### config.mk
export PLATFORM = sky130hd
export DESIGN_NAME = sa_ram_rwsthp_param
export DESIGN_NICKNAME = d
export VERILOG_FILES = /design/src/rtl/sa_ram_rwsthp_param.sv
export SDC_FILE = /design/constraint.sdc
export NUM_CORES = 1
export LEC_CHECK = 0
export ABC_AREA = 1
export BUFFER_PORTS_ARGS = -buffer_cell sky130_fd_sc_hd__clkbuf_2
export CAP_MARGIN = 20
export CORE_MARGIN = 2
export CORE_UTILIZATION = 55
export DETAILED_ROUTE_END_ITERATION = 10
export PLACE_DENSITY_LB_ADDON = 0.2
export REMOVE_ABC_BUFFERS = 1
export SYNTH_ARGS = -nofsm -noshare
export SYNTH_HDL_FRONTEND = slang
export SYNTH_SLANG_ARGS = --single-unit
### constraint.sdc
create_clock -name clk -period 4 [get_ports clk]
set_clock_uncertainty 0.1 [all_clocks]
set_input_delay 0.2 -clock clk [delete_from_list [all_inputs] [get_ports clk]]
set_output_delay 0.2 -clock clk [all_outputs]
set_load 0.05 [all_outputs]
### src/rtl/sa_ram_rwsthp_param.sv
// Parametrised 1R1W flop-array RAM with byte-lane write mask, registered read
// address, bypass mux, output register, read-valid tracking and sticky range error.
module sa_ram_rwsthp_param #(
   parameter  int DEPTH     = 20,
   parameter  int WIDTH     = 16,
   parameter  int AW        = 5,
   parameter  int MASK_GRAN = 8,
   localparam int MW        = WIDTH / MASK_GRAN
) (
   input  logic             clk,
   input  logic             rstn,
   input  logic [AW-1:0]    ra,
   input  logic             re,
   input  logic             ore,
   output logic [WIDTH-1:0] dout,
   output logic             dout_vld,
   input  logic [AW-1:0]    wa,
   input  logic             we,
   input  logic [MW-1:0]    wmask,
   input  logic [WIDTH-1:0] di,
   input  logic             byp_sel,
   input  logic [WIDTH-1:0] dbyp,
   output logic             addr_err,
   input  logic [31:0]      pwrbus_ram_pd
);

   // Index width just wide enough for the array; address bits above it only
   // matter for the range check.
   localparam int          IW      = (DEPTH > 1) ? $clog2(DEPTH) : 1;
   localparam logic [AW:0] DEPTH_W = (AW + 1)'(DEPTH);

   logic [WIDTH-1:0] mem [DEPTH];

   logic             wa_oor;
   logic             ra_oor;
   logic [WIDTH-1:0] dout_ram;

   logic [IW-1:0]    rd_idx_d,   rd_idx_q;
   logic             rd_oor_d,   rd_oor_q;
   logic             rd_pend_d,  rd_pend_q;
   logic [WIDTH-1:0] dout_d,     dout_q;
   logic             dout_vld_d, dout_vld_q;
   logic             addr_err_d, addr_err_q;

   logic             unused_pwrbus;

   assign unused_pwrbus = ^pwrbus_ram_pd;

   assign wa_oor = ({1'b0, wa} >= DEPTH_W);
   assign ra_oor = ({1'b0, ra} >= DEPTH_W);

   // NOTE: storage has no reset branch on purpose; contents survive rstn and a
   // plain clocked array maps onto RAM/flop primitives without reset fan-out.
   always_ff @(posedge clk) begin
      if (we && !wa_oor) begin
         for (int lane = 0; lane < MW; lane++) begin
            if (wmask[lane]) begin
               mem[wa[IW-1:0]][lane*MASK_GRAN +: MASK_GRAN] <= di[lane*MASK_GRAN +: MASK_GRAN];
            end
         end
      end
   end

   // Array is sampled at the ore edge, so writes between re and ore are seen.
   assign dout_ram = rd_oor_q ? '0 : mem[rd_idx_q];

   always_comb begin
      // NOTE: every output of this block gets a default first, so no path
      // leaves a signal unassigned and no latch can be inferred.
      rd_idx_d   = rd_idx_q;
      rd_oor_d   = rd_oor_q;
      rd_pend_d  = rd_pend_q;
      dout_d     = dout_q;
      dout_vld_d = dout_vld_q;
      addr_err_d = addr_err_q | (we & wa_oor) | (re & ra_oor);

      if (ore) begin
         dout_d     = byp_sel ? dbyp : dout_ram;
         dout_vld_d = byp_sel | rd_pend_q;
         rd_pend_d  = 1'b0;
      end

      // A new read on the ore edge wins and keeps the pending flag set.
      if (re) begin
         rd_idx_d  = ra_oor ? '0 : ra[IW-1:0];
         rd_oor_d  = ra_oor;
         rd_pend_d = 1'b1;
      end
   end

   // NOTE: state registers use non-blocking assignments so every flop samples
   // the pre-edge values regardless of block evaluation order.
   always_ff @(posedge clk or negedge rstn) begin
      if (!rstn) begin
         rd_idx_q   <= '0;
         rd_oor_q   <= 1'b0;
         rd_pend_q  <= 1'b0;
         dout_q     <= '0;
         dout_vld_q <= 1'b0;
         addr_err_q <= 1'b0;
      end else begin
         rd_idx_q   <= rd_idx_d;
         rd_oor_q   <= rd_oor_d;
         rd_pend_q  <= rd_pend_d;
         dout_q     <= dout_d;
         dout_vld_q <= dout_vld_d;
         addr_err_q <= addr_err_d;
      end
   end

   assign dout     = dout_q;
   assign dout_vld = dout_vld_q;
   assign addr_err = addr_err_q;

endmodule

==> results of run 1 <==
==> critical path, stage by stage, from the launching register on <==
cell and delay [ns]:
dfrtp_4 0.49, inv_4 0.52, buf_4 0.40, nand2_1 0.09
nand2_1 0.07, nand2_1 0.05, nand3_1 0.10, nand3_1 0.14
nand3_1 0.14, nand2_1 0.07, a21oi_1 0.13
==> stage by stage <==
step | instances | hold slack, ns | setup TNS, ns
final | 1843 | 0.0791 | 0
after floorplan | 1339 | -0.196 | -12.96
after detailed placement | 1752 | 0.222 | 0
after global routing | 1843 | 0.0912 | 0
after CTS | 1842 | 0.0744 | 0
after global placement | 1752 | 0.217 | 0
==> timing repair <==
item,in CTS,in global routing
endpoints found under the hold margin,49,0
resized for setup,0,0
hold buffers,26,0
==> cell usage after synthesis, types with 3 or more instances <==
library cell	count
a21oi_1	32
buf_1	4
buf_2	31
buf_4	5
buf_6	12
clkbuf_1	25
dfrtp_1	25
edfxtp_1	320
inv_1	154
nand2_1	435
nand3_1	183
nor2_1	111
nor3_1	3
o21ai_0	51
o21ai_1	19
==> sequential cells by signal (all words and copies together) (netlist names) <==
| register | flops |
|---|---|
| addr_err | 1 |
| dout | 16 |
| dout_vld | 1 |
| mem | 320 |
| rd_idx_q | 5 |
| rd_oor_q | 1 |
| rd_pend_q | 1 |
==> cell families after synthesis <==
group	count (synthesis)	synth area share, %
buffers and inverters	236	7.01
AOI/OAI and AO/OA	102	3.46
DFF	345	69.3
and+or+nand+nor	733	20.2
==> final cells by class <==
type                            count  share of cell area (%)
Tap cell                          335                    2.53
Clock inverter                     11                   0.656
Timing Repair Buffer              105                    4.21
Clock buffer                       53                    6.18
Multi-Input combinational cell    835                    21.1
Inverter                          159                    3.61
Sequential cell                   345                    61.7
==> power by group through the flow <==
stage	clock, uW	sequential (uW)	combinational, uW
after floorplan	0	4210	358
after global placement	0	4080	765
after detailed placement	0	4080	784
after CTS	3240	4010	808
after global routing	3400	4010	897
final	3200	4010	810
==> worst min-delay path by stage <==
stage / from / endpoint / slack, ns / cells after the start
after detailed placement: rstn / rd_pend_q / 0.22 / 1
after floorplan: rstn / addr_err / -0.20 / 0
final: ore / dout_vld / 0.08 / 4
after CTS: ore / dout_vld / 0.07 / 4
after global placement: rstn / dout_vld / 0.22 / 1
after global routing: di[10] / mem[9][10] / 0.09 / 1
==> per-layer routing <==
| layer | up-vias | global-route usage (%) | share of wire (%) |
|---|---|---|---|
| met5 | - | 0 | 0 |
| met4 | 0 | 5.26 | 1.3 |
| li1 | 4802 | - | - |
| met1 | 4718 | 33.0 | 43 |
| met3 | 29 | 4.75 | 8.0 |
| met2 | 328 | 38.3 | 48 |
==> placed cells by master, fill, tap and decap left out, types with 3 or more instances in the layout <==
cell type	n
a21oi_1	32
buf_4	11
clkbuf_1	12
clkbuf_16	37
clkbuf_2	67
clkbuf_8	4
clkinv_1	5
clkinv_2	4
dfrtp_1	23
dlygate4sd3_1	26
edfxtp_1	320
inv_1	154
nand2_1	435
nand3_1	183
nor2_1	111
nor3_1	3
o21ai_0	51
o21ai_1	19
==> impl_metrics.py, run 1 <==
metrics = {
    "route": {
        "wl_um": 32700,
        "vias": 9877,
        "viasPerCell": 5.36,
        "drt_iter0_markers": 881,
        "dr.pass1.iters": 5,
        "drcViolationCount": 0,
        "final_antenna_net_count": 0,
        "routedWlPerCell_um": 17.7,
    },
    "sta": {
        "grt_setup_unrepaired": "no",
        "finalSetupViolCount": 0,
        "fmax_ghz": 0.415,
        "slew_violations": 0,
        "relSlewSlack_pct": 24.6,
        "fin_ws_ns": 1.59,
        "period_share_pct": 60.2,
        "finalHoldViolations": 0,
        "worst_pin_slew_ns": 1.13,
        "period_minus_slack_ns": 2.41,
    },
    "final_layout": {
        "n_antenna_cell": 0,
        "multi_input_area_mm2": 0.00350,
        "layout.nets": 1564,
        "post-route-util_pct": 63.3,
        "areaGrowthSynthToFinish_pct": 12.3,
        "final_layout_size_suffix_gt1_share_pct": 8.82,
        "final_design_area_no_fill_mm2": 0.0166,
        "fillCellCount": 2041,
        "seq_area_mm2": 0.0102,
    },
    "clock_tree": {
        "cts_tree": "yes",
        "cts_sinks": 345,
        "htreeDepth": 2,
        "cts.clk_slew.worst_paths_ns": 0.06,
        "postCtsSetupRepairBufs": 0,
        "ctsRootBufferMaster": "clkbuf_16",
        "numCtsBuffers": 36,
        "clock_latency_ns": 0.52,
        "cts_buffer_depth": 3,
    },
    "power_and_ir_drop": {
        "power.share.clock_pct": 39.9,
        "p_total_uw": 8020,
        "swShare_pct": 23.7,
        "power_frac_seq_pct": 50.0,
        "p_int_uw": 6120,
        "p_leak_uw": 0.00676,
        "irDropWorstVdd_mv": 0.333,
        "power_density_mw_per_mm2": 483,
        "p_switching_uw": 1900,
        "p_comb_share_pct": 10.1,
    },
    "worst_setup_path": {
        "cp-startpoint": "rd_idx_q[0]",
        "crit_fanout": 67,
        "rrSetupSlack_ns": 1.59,
        "cp_data_required_time_ns": 4.32,
        "rr_endpoint": "dout[15]",
        "critical_path_class": "flop to flop",
        "cp-start-kind": "flop",
        "endpoint_kind": "flop",
        "rr_worst_depth": 10,
        "setup.worst_path.end": "dout[15]",
        "worst_ep_arrival_time_ns": 2.73,
        "r2r_start": "rd_idx_q[0]",
    },
    "die": {
        "die_area_mm2": 0.0282,
        "initial_utilization_pct": 56.4,
        "die_y_um": 168,
        "fp-row-count": 59,
        "die_w_um": 168,
        "coreArea_mm2": 0.0262,
        "pin_count": 100,
    },
    "placement": {
        "dp_slack_ns": 1.40,
        "hpwl_um": 19600,
        "portBuffers": 67,
        "dpl-instance-area_mm2": 0.0152,
        "gp_congestion": 0.763,
    },
    "yosys": {
        "yosysWarnings": 0,
        "synth_area_leaders": "edfxtp_1, nand2_1, nand3_1",
        "yosys_most_used_dff": "edfxtp_1",
        "async_flop_share_pct": 7.25,
        "synth_area_leader_cell": "edfxtp_1",
        "netlist_area_mm2": 0.0148,
        "ys_seq_area_share_pct": 69.3,
        "synth_edf_count": 320,
        "avgSynthCellArea_um2": 10.4,
        "synth_top_area_share_pct": 65.1,
        "ys_types": 19,
        "ys_seq_elements": 345,
        "syn_inst": 1416,
    },
    "global_route": {
        "grt_max_degree": 97,
        "antenna_found_initial": 0,
        "grt_pass1_wl_um": 50800,
        "grt_pass1_vias": 9427,
        "track_usage_pct": 23.5,
        "gr-total-overflow": 0,
    },
    "hold_path": {
        "hold_class": "input port to flop",
    },
    "status": {
        "status": "finished clean",
    },
    "run": {
        "maxCapViolations": 0,
    },
}
Note: power is estimated with default switching activity, not from simulation.
==> run 2: changes to the inputs <==
Clock period 4 ns to 2.2 ns, I/O delays scaled along.
==> run 2 against run 1 <==
Net effect:
- die area stayed put
- critical endpoint is now rd_idx_q[1]
- final cell count increased by 3.2%
- non-clock buffer count increased by 59
- combinational power up 90%
- design area rose by 2.9%
- largest cell class unchanged
- sequential share of layout area down 1.7 points
- register-to-register slack worse by 1.4 ns
==> impl_metrics.py, run 2 (synthesized netlist as in run 1, its figures left out) <==
metrics = {
    "sta": {
        "slew_violations": 0,
        "finalHoldViolations": 0,
        "relSlewSlack_pct": 47.3,
        "worst_pin_slew_ns": 0.791,
        "period_minus_slack_ns": 2.01,
        "finalSetupViolCount": 0,
        "fmax_ghz": 0.498,
        "grt_setup_unrepaired": "no",
        "period_share_pct": 91.2,
        "fin_setup_tns_ns": 0,
    },
    "final_layout": {
        "layout.nets": 1622,
        "areaGrowthSynthToFinish_pct": 15.6,
        "final_layout_size_suffix_gt1_share_pct": 11.6,
        "n_antenna_cell": 0,
        "largest_register_ffs": 320,
        "layout.cells.most_common": "nand2_1",
        "most-common-layout-cells": "nand2_1, edfxtp_1, nand3_1",
    },
    "status": {
        "status": "finished clean",
    },
    "placement": {
        "hpwl_um": 19800,
        "gp_congestion": 0.792,
        "portBuffers": 67,
    },
    "clock_tree": {
        "cts_sinks": 345,
        "ctsRootBufferMaster": "clkbuf_16",
        "numCtsBuffers": 35,
        "htreeDepth": 2,
        "cts_buffer_depth": 3,
        "clock_latency_ns": 0.52,
        "cts.clk_slew.worst_paths_ns": 0.06,
        "cts_tree": "yes",
        "postCtsSetupRepairBufs": 0,
    },
    "global_route": {
        "gr-total-overflow": 0,
        "grt_pass1_vias": 9643,
        "antenna_found_initial": 0,
        "grt_pass1_wl_um": 52000,
        "grt_max_degree": 97,
        "track_usage_pct": 23.9,
    },
    "worst_setup_path": {
        "critical_path_class": "input port to flop",
        "crit_fanout": 12,
        "endpoint_kind": "flop",
        "rr_worst_depth": 10,
        "worst_ep_arrival_time_ns": 2.31,
        "crit_top_cell": "dlygate4sd3_1",
        "cpMaxStageDelayCell": "dlygate4sd3_1",
        "crit_chain": "dlygate4sd3_1 -> clkbuf_2 -> nand2_1 -> dlygate4sd3_1 -> o21ai_0 -> dlygate4sd3_1 -> nand2_1 -> inv_1",
        "cp-start-kind": "input port",
        "cp_data_required_time_ns": 2.51,
        "max_stage_delay_ns": 0.57,
    },
    "power_and_ir_drop": {
        "p_leak_uw": 0.00705,
        "irDropWorstVdd_mv": 0.441,
        "p_total_uw": 14300,
        "power_density_mw_per_mm2": 839,
    },
    "run": {
        "maxCapViolations": 0,
    },
    "route": {
        "drt_iter0_markers": 1200,
        "maxUsedRoutingLayer": "met4",
        "routedWlPerCell_um": 17.3,
        "dr.pass1.iters": 5,
        "wl_um": 32900,
        "viasPerCell": 5.31,
        "final_antenna_net_count": 0,
        "route.met2.wl_um": 15100,
        "drcViolationCount": 0,
        "drt-met1-wl_um": 14700,
        "vias": 10100,
        "dr_wl_met3_um": 2600,
    },
    "die": {
        "die_area_mm2": 0.0282,
        "coreArea_mm2": 0.0262,
        "pin_count": 100,
        "die_w_um": 168,
        "die_y_um": 168,
        "initial_utilization_pct": 56.4,
        "fp-row-count": 59,
    },
    "hold_path": {
        "whs_path_depth": 1,
        "hold_class": "input port to flop",
    },
}
run 2: through the flow:
step | worst slack [ns] | std cells | utilization (%) | cell area [um^2] | hold WS [ns]
floorplan | -2.60 | 1339 | - | 14300 | -0.286
global placement | 0.269 | 1801 | 59.7 | 15600 | 0.116
detailed placement | 0.250 | 1801 | 59.7 | 15600 | 0.120
CTS | 0.205 | 1903 | 65.2 | 17100 | 0.000430
global route | 0.0517 | 1902 | 65.1 | 17100 | 0.0391
finish | 0.194 | 1902 | 65.1 | 17100 | 0.0112
run 2: worst max-delay path: cells and delay by family:
kind | cells | cell delay (ns)
buffers and inverters | 5 | 1.92
and+or+nand+nor | 2 | 0.20
AOI/OAI and AO/OA | 1 | 0.09
run 2: layout make-up:
class                   count  area, um^2
inverters                 159         599
multi-input cells         835        3500
repair buffers            164        1260
well taps                 335         419
fillers                  2003        9140
clock inverters            18         100
flip-flops and latches    345       10200
clock buffers              46         957
run 2: final timing paths:
kind	end	slack, ns	from
min	mem[16][10]	0.01	di[10]
max	rd_idx_q[1]	0.19	re
min reg2reg	addr_err	0.38	addr_err
min in group asynchronous	dout[0]	0.11	rstn
max reg2reg	dout[14]	0.21	rd_idx_q[0]
max in group asynchronous	rd_idx_q[0]	1.31	rstn
run 2: what timing repair did:
item | 4_1_cts | 5_1_grt
gates resized for setup | 0 | 0
setup endpoints to repair | 0 | 1
endpoints found under the hold margin | 91 | 0
hold buffers | 38 | 0
run 2: report_power, final:
part           internal, uW  switching, uW
Clock                  3080           2400
Combinational           456           1090
Sequential             7250           40.5
Total                 10800           3530
run 2: per-layer routing:
metal | up-vias | track usage, %
met4 | 0 | 5.75
met2 | 363 | 37.0
met3 | 41 | 4.72
li1 | 4922 | -
met5 | - | 0
met1 | 4779 | 35.5
==> run 3: changes to the inputs <==
Settings changed: CORE_ASPECT_RATIO set to 2.
==> run 3 against run 2 <==
Net effect:
- clock power shrank 8.8%
- core utilization is 0.28 points lower
- wire length is 16% higher
- largest power group unchanged
- global-route usage is 3.6 points higher
- register-to-register slack lost 0.11 ns
- critical path type is now flop to flop
- first-iteration DRC count shrank 41%
- non-clock buffer count is 19 higher
- largest cell class unchanged
- die area is 0.28% higher
- design area up 0.23%
- flip-flop and latch count did not move
- critical path depth increased by 1
==> impl_metrics.py, run 3 (synthesized netlist as in run 1, its figures left out) <==
metrics = {
    "route": {
        "dr.pass1.iters": 5,
        "wl_um": 38100,
        "viasPerCell": 5.44,
        "vias": 10400,
        "routedWlPerCell_um": 19.9,
        "final_antenna_net_count": 0,
        "drt_iter0_markers": 713,
        "drcViolationCount": 0,
    },
    "global_route": {
        "grt_max_degree": 72,
        "antenna_found_initial": 0,
        "track_usage_pct": 27.6,
        "grt_pass1_wl_um": 58100,
        "gr-total-overflow": 0,
        "grt_pass1_vias": 10600,
    },
    "final_layout": {
        "fillCellCount": 2006,
        "largest_register_ffs": 320,
        "post-route-util_pct": 64.9,
        "areaGrowthSynthToFinish_pct": 15.9,
        "most-common-layout-cells": "nand2_1, edfxtp_1, nand3_1",
        "final_layout_size_suffix_gt1_share_pct": 11.5,
        "n_antenna_cell": 0,
        "layout.nets": 1635,
        "layout.cells.most_common": "nand2_1",
    },
    "sta": {
        "period_minus_slack_ns": 2.10,
        "fin_ws_ns": 0.0991,
        "hold_ws_ns": 0.0100,
        "grt_setup_unrepaired": "no",
        "worst_pin_slew_ns": 0.816,
        "finalHoldViolations": 0,
        "fmax_ghz": 0.476,
        "slew_violations": 0,
        "period_share_pct": 95.5,
        "relSlewSlack_pct": 45.6,
        "finalSetupViolCount": 0,
    },
    "power_and_ir_drop": {
        "power_frac_seq_pct": 52.3,
        "p_leak_uw": 0.00706,
        "p_comb_share_pct": 11.8,
        "power_density_mw_per_mm2": 815,
        "irDropWorstVdd_mv": 0.722,
        "power.share.clock_pct": 35.9,
        "swShare_pct": 24.9,
        "p_int_uw": 10500,
        "p_switching_uw": 3470,
    },
    "die": {
        "fp-row-count": 84,
        "die_area_mm2": 0.0283,
        "initial_utilization_pct": 56.0,
        "die_y_um": 236,
        "die_w_um": 120,
        "coreArea_mm2": 0.0264,
        "pin_count": 100,
    },
    "hold_path": {
        "hold_class": "input port to flop",
    },
    "placement": {
        "hpwl_um": 24500,
        "dp_slack_ns": 0.112,
        "gp_congestion": 0.888,
        "portBuffers": 67,
    },
    "clock_tree": {
        "cts_resized": 0,
        "clock_latency_ns": 0.57,
        "cts.clk_slew.worst_paths_ns": 0.07,
        "cts_tree": "yes",
        "ctsRootBufferMaster": "clkbuf_16",
        "cts_sinks": 345,
        "numCtsBuffers": 29,
        "cts_buffer_depth": 3,
        "htreeDepth": 1,
    },
    "worst_setup_path": {
        "cp-startpoint": "rd_idx_q[0]",
        "rr_worst_depth": 9,
        "rrSetupSlack_ns": 0.1,
        "rr_endpoint": "dout[12]",
        "cp-start-kind": "flop",
        "crit_fanout": 89,
        "endpoint_kind": "flop",
        "worst_ep_arrival_time_ns": 2.46,
        "critical_path_class": "flop to flop",
        "r2r_start": "rd_idx_q[0]",
        "setup.worst_path.end": "dout[12]",
        "cp_data_required_time_ns": 2.56,
    },
    "status": {
        "status": "finished clean",
    },
    "run": {
        "maxCapViolations": 0,
    },
}
-- run 3: cell types whose count changed in the layout (fill, tap and decap cells not counted), moves of 6 or more --
cell,change
dlygate4sd3_1,+11
buf_4,+7
clkbuf_16,-6
clkinv_1,-6
-- run 3: layer usage --
metal  routed length, um  vias up  track usage, %
met1               12900     4974            30.1
met3                1960      127            2.79
met2               20300      387            49.1
li1                    -     4940               -
met4                2940        0            19.7
met5                   0        -               0
-- run 3: timing repair --
item | in CTS | in global routing
setup buffers | 0 | 0
hold buffers | 48 | 0
endpoints found under the setup margin | 0 | 4
endpoints found under the hold margin | 159 | 0
-- run 3: through the flow --
stage                     TNS [ns]  instances  power, uW  cell area (um^2)
after floorplan             -44.43       1339       8310             14300
after global placement           0       1819       8970             15700
after detailed placement         0       1819       8990             15700
after CTS                        0       1918      14000             17100
after global routing             0       1917      14300             17100
final                            0       1917      13900             17100
-- run 3: layout make-up --
type,instances,area (um^2),share of cell area [%]
multi-input combinational,835,3500,20.4
clock buffer,40,787,4.60
sequential,345,10200,59.8
inverter,159,599,3.50
tap,344,430,2.52
clock inverter,11,116,0.680
timing repair buffer,183,1440,8.41
-- run 3: how the worst min path moves through the flow --
| stage | to | depth (start not counted) | slack [ns] | from |
|---|---|---|---|---|
| after floorplan | addr_err | 0 | -0.29 | rstn |
| after global placement | dout[10] | 1 | 0.12 | rstn |
| after detailed placement | dout[10] | 1 | 0.13 | rstn |
| after CTS | dout[12] | 4 | 0.001 | byp_sel |
| after global routing | mem[11][1] | 1 | 0.04 | di[1] |
| final | mem[19][1] | 1 | 0.01 | di[1] |
-- run 3: power groups by stage --
stage | clock network [uW] | logic, uW | registers [uW]
finish | 5000 | 1650 | 7290
CTS | 5050 | 1640 | 7290
global placement | 0 | 1540 | 7430
detailed placement | 0 | 1560 | 7430
global route | 5270 | 1790 | 7290
floorplan | 0 | 652 | 7660
-- run 3: critical path, cell delays in order (launching register included) --
cell and delay (ns):
dfrtp_4 0.52, buf_12 0.20, nor2_1 0.17, nor2_1 0.04
o21ai_1 0.10, o21ai_1 0.08, o21ai_0 0.44, inv_1 0.08
nand2_1 0.09, a21oi_1 0.06
